<file path="src/rtl/bcd_dabble16.sv">
// Sequential 16-bit binary to 5-digit packed BCD converter (double dabble, one bit per clock).
// Optional ndig output (significant digit count) is enabled by defining BCD_CVT_NDIG_EN.
module bcd_dabble16 (
   input  logic        clk,
   input  logic        rst,
   input  logic        start,
   input  logic [15:0] bin_in,
   output logic        busy,
   output logic        done,
   output logic [19:0] bcd_out
`ifdef BCD_CVT_NDIG_EN
   ,
   output logic [2:0]  ndig
`endif
);

   typedef enum logic [1:0] {
      IDLE  = 2'd0,
      SHIFT = 2'd1,
      DONE  = 2'd2
   } state_t;

   state_t      state_q, state_d;
   logic [15:0] shift_q, shift_d;
   logic [19:0] scratch_q, scratch_d;
   logic [4:0]  cnt_q, cnt_d;
   logic        busy_q, busy_d;
   logic        done_q, done_d;
   logic [19:0] bcd_q, bcd_d;

   logic [19:0] adj;
   logic [35:0] shifted;
   logic [19:0] result;
   logic        unused_top;

   // Add-3 correction on every digit in parallel, ahead of the shift.
   genvar gi;
   generate
      for (gi = 0; gi < 5; gi++) begin : g_dig
         assign adj[gi*4 +: 4] = (scratch_q[gi*4 +: 4] >= 4'd5) ?
                                 (scratch_q[gi*4 +: 4] + 4'd3) :
                                 scratch_q[gi*4 +: 4];
      end
   endgenerate

   // The top digit never exceeds 6, so its MSB is never shifted out meaningfully.
   assign shifted    = {adj[18:0], shift_q, 1'b0};
   assign result     = shifted[35:16];
   assign unused_top = adj[19];

`ifdef BCD_CVT_NDIG_EN
   logic [2:0] ndig_q, ndig_d;
   logic [2:0] ndig_calc;

   always_comb begin
      ndig_calc = 3'd1;
      if (result[19:16] != 4'd0)
         ndig_calc = 3'd5;
      else if (result[15:12] != 4'd0)
         ndig_calc = 3'd4;
      else if (result[11:8] != 4'd0)
         ndig_calc = 3'd3;
      else if (result[7:4] != 4'd0)
         ndig_calc = 3'd2;
   end
`endif

   always_ff @(posedge clk or posedge rst) begin
      if (rst) begin
         state_q   <= IDLE;
         shift_q   <= 16'd0;
         scratch_q <= 20'd0;
         cnt_q     <= 5'd0;
         busy_q    <= 1'b0;
         done_q    <= 1'b0;
         bcd_q     <= 20'd0;
`ifdef BCD_CVT_NDIG_EN
         ndig_q    <= 3'd1;
`endif
      end else begin
         state_q   <= state_d;
         shift_q   <= shift_d;
         scratch_q <= scratch_d;
         cnt_q     <= cnt_d;
         busy_q    <= busy_d;
         done_q    <= done_d;
         bcd_q     <= bcd_d;
`ifdef BCD_CVT_NDIG_EN
         ndig_q    <= ndig_d;
`endif
      end
   end

   always_comb begin
      state_d   = state_q;
      shift_d   = shift_q;
      scratch_d = scratch_q;
      cnt_d     = cnt_q;
      busy_d    = busy_q;
      done_d    = 1'b0;
      bcd_d     = bcd_q;
`ifdef BCD_CVT_NDIG_EN
      ndig_d    = ndig_q;
`endif
      case (state_q)
         IDLE, DONE: begin
            // DONE accepts a new request directly so conversions can run back-to-back.
            if (start) begin
               shift_d   = bin_in;
               scratch_d = 20'd0;
               cnt_d     = 5'd16;
               busy_d    = 1'b1;
               state_d   = SHIFT;
            end else begin
               busy_d  = 1'b0;
               state_d = IDLE;
            end
         end
         SHIFT: begin
            scratch_d = result;
            shift_d   = shifted[15:0];
            cnt_d     = cnt_q - 5'd1;
            if (cnt_q == 5'd1) begin
               state_d = DONE;
               busy_d  = 1'b0;
               done_d  = 1'b1;
               bcd_d   = result;
`ifdef BCD_CVT_NDIG_EN
               ndig_d  = ndig_calc;
`endif
            end
         end
         default: begin
            state_d = IDLE;
            busy_d  = 1'b0;
         end
      endcase
   end

   assign busy    = busy_q;
   assign done    = done_q;
   assign bcd_out = bcd_q;
`ifdef BCD_CVT_NDIG_EN
   assign ndig    = ndig_q;
`endif

endmodule

</file>
<file path="config.mk">
export PLATFORM = sky130hd
export DESIGN_NAME = bcd_dabble16
export DESIGN_NICKNAME = d
export VERILOG_FILES = /design/src/rtl/bcd_dabble16.sv
export SDC_FILE = /design/constraint.sdc
export NUM_CORES = 1
export LEC_CHECK = 0
export CORE_UTILIZATION = 35
export CTS_CLUSTER_SIZE = 40
export DETAILED_ROUTE_END_ITERATION = 8
export PLACE_DENSITY_LB_ADDON = 0.25
export SYNTH_ARGS = -nofsm -noshare
export SYNTH_HDL_FRONTEND = slang
export SYNTH_SLANG_ARGS = --single-unit
</file>
<file path="constraint.sdc">
create_clock -name clk -period 2.13 [get_ports clk]
set_clock_uncertainty 0.15 [all_clocks]
set_input_delay 0.213 -clock clk [delete_from_list [all_inputs] [get_ports clk]]
set_output_delay 0.213 -clock clk [all_outputs]
set_load 0.02 [all_outputs]
</file>
==> flow_summary.toml <==
[pwr]
power_density_nw_per_um2 = 1590
p_leak_uw = 0.00173
ir_drop_uv = 646

[floorplanning]
rows = 33
die_w_um = 96.1
die_y_um = 96.1
io_pins = 41
initial_core_util_pct = 37.0
dieArea_um2 = 9230
core_area_um2 = 8380

[sta]
maxSlewViolCount = 0
worst_pin_slew_ns = 0.396
setup_viol = 0
setup_tns_ns = 0
period_share_pct = 85.4
finalCriticalPeriod_ns = 1.82
rsz0062_at_grt = "false"
fmax_ghz = 0.550
max_slew_margin_pct = 73.6
hold_viol = 0

[critical_path]
required_ns = 2.21
rr_worst_depth = 7
path_buf_inv = 2
arrival_ns = 1.89
crit-reg2reg-capture = "bcd_out[15]"
cpLargestDelayFamily = "simple AND/OR/NAND/NOR gates"
crit_type = "register to register"
regToRegSetupSlack_ns = 0.31
endpoint_kind = "register"
slowest_delay_ns = 0.38
r2r-start = "cnt_q[1]"
cp.depth = 7
cp_cell_sequence = "inv_1 > ha_1 > nor4b_2 > nand2_2 > buf_4 > nand2_1 > o21ai_2"
cp_max_fo = 22
slowest_stage = "dfrtp_1"
startpoint_type = "register"

[finish]
area_growth_pct = 23.0
nNetsFinal = 373
antennaDiodeCount = 0
finalInstanceArea_um2 = 3810
drive_gt1_share_pct = 14.7
final_util_pct = 45.5

[run]
maxCapViolCount = 0

[synth]
yosysSeqAreaShare_pct = 52.5
synth.area.top_cells = "dfrtp_1, nand2_1, ha_1"
syn_inst = 298
yosys.area_share.simple_pct = 15.8
syn_area_um2 = 3100
syn_area_per_cell_um2 = 10.4
ys_seq_elements = 65
yosysWarningCount = 0
synth-compound-area-share_pct = 16.0
synth_top_family_by_area = "compound AO/OA/AOI/OAI gates"
synth_top_cell_by_area = "dfrtp_1"
synth.distinct_cells = 31
synth_adder_area_share_pct = 4.85
synth-xor-area-share_pct = 1.41
synth_mux_area_share_pct = 4.36
synthesis.nets = 329
yosysTopAreaCellShare_pct = 52.5

[routing]
wl_met3_um = 290
dr_wl_met2_mm = 2.58
dr.pass1.iters = 4
via_count = 2194
drc = 0
antenna_left = 0
highest_layer = "met4"
drt_iter0_drc = 143
wl_per_cell_um = 12.9
totalWireLength_mm = 5.85
wl_met1_mm = 2.90
vias_per_cell = 4.85

[grt]
track_usage_pct = 15.0
grt_pass1_vias = 2200
antenna_found_initial = 0
grt_max_degree = 66
grt_pass1_wl_mm = 10.4
grt_overflow_total = 0

[cts]
ctsResizeCount = 0
cts_tree = "done"
clkSinkCount = 65
hold_buffers = 0
htreeDepth = 3
root_buffer = "clkbuf_8"
clock_latency_ns = 0.35
cts.clk_slew.worst_paths_ns = 0.07
cts_made_buffers = 9
cts_buffer_depth = 2
post-cts-setup-buffers = 0

[status]
status = "finished clean"

[place]
numPortBuffers = 40
routabilityCongestion = 0.774
placed_area_um2 = 3600
dpl.hpwl_mm = 3.96

[worst_hold_path]
hold_class = "input port to asynchronous set/reset pin"
worst reg2reg max path: cells and delay by family, from the launching register on:
family	cells	cell delay [ns]
DFF	1	0.38
adders and majority gates	1	0.15
and+or+nand+nor	3	0.59
AOI/OAI and AO/OA	1	0.05
buffers and inverters	2	0.37
placed cells by master (no fill, tap or decap), drive strengths merged, types with 5 or more instances in the layout:
| cell type | synthesis | routed |
|---|---|---|
| nand2 | 66 | 66 |
| dfrtp | 65 | 65 |
| clkdlybuf4s50 | 0 | 40 |
| o21ai | 37 | 37 |
| a22oi | 15 | 15 |
| inv | 14 | 14 |
| a21oi | 14 | 14 |
| ha | 12 | 12 |
| clkbuf | 2 | 12 |
| nor3b | 9 | 9 |
| nand3 | 8 | 8 |
| nand2b | 7 | 7 |
| a22o | 7 | 7 |
| buf | 12 | 7 |
| mux2i | 6 | 6 |
| nor3 | 6 | 6 |
| xnor2 | 5 | 5 |
| mux2 | 5 | 5 |
sequential cells by signal, indices dropped and copies added, names as in the netlist:
| name | cells |
|---|---|
| shift_q | 16 |
| bcd_out | 20 |
| busy | 1 |
| done | 1 |
| cnt_q | 5 |
| state_q | 2 |
| scratch_q | 20 |
per-layer routing:
| layer | up-vias | track usage, % |
|---|---|---|
| li1 | 1109 | - |
| met1 | 1029 | 19.6 |
| met2 | 48 | 23.1 |
| met3 | 8 | 5.21 |
| met4 | 0 | 4.85 |
| met5 | - | 0 |
report_power, final:
group          internal [uW]  switching [uW]
sequential              1800             432
clock                    605             470
combinational           1250            1510
total                   3650            2410
through the flow:
step,setup slack (ns),total power [uW],hold slack (ns),instances
floorplan,0.141,4180,0.191,298
global placement,0.334,4970,0.310,436
detailed placement,0.305,5060,0.314,436
CTS,0.293,6150,0.112,452
global route,0.126,6600,0.137,452
finish,0.312,6060,0.0962,452
cell usage after synthesis, drive strengths merged:
| cell | instances |
|---|---|
| a22o | 7 |
| nand2b | 7 |
| and2b | 1 |
| dfrtp | 65 |
| a21oi | 14 |
| nand2 | 66 |
| clkbuf | 2 |
| mux2 | 5 |
| or4 | 1 |
| nor3 | 6 |
| or4b | 1 |
| inv | 14 |
| o21ai | 37 |
| nor2 | 2 |
| xnor2 | 5 |
| nor3b | 9 |
| nor2b | 1 |
| buf | 12 |
| nand3 | 8 |
| nor4b | 1 |
| clkinv | 1 |
| ha | 12 |
| mux2i | 6 |
| a22oi | 15 |
worst max path at each step:
stage	startpoint	endpoint
CTS	cnt_q[1]	bcd_out[13]
global placement	start	scratch_q[11]
detailed placement	cnt_q[1]	bcd_out[3]
global route	cnt_q[1]	bcd_out[8]
finish	cnt_q[1]	bcd_out[15]
floorplan	rst	bcd_out[0]
logic make-up after synthesis:
kind of cell,after synthesis
compound gates,73
mux,11
simple gates,103
xor+xnor,5
flops,65
buf+inv,29
fa+ha+maj,12
final cells by class:
class	instances	area (um^2)
clock buffers	12	155
clock inverters	4	51.3
fillers	807	4570
inverters	15	61.3
multi-input cells	204	1320
flip-flops and latches	65	1630
well taps	105	131
repair buffers	47	465
No activity file was read; power rests on OpenSTA's default activity.
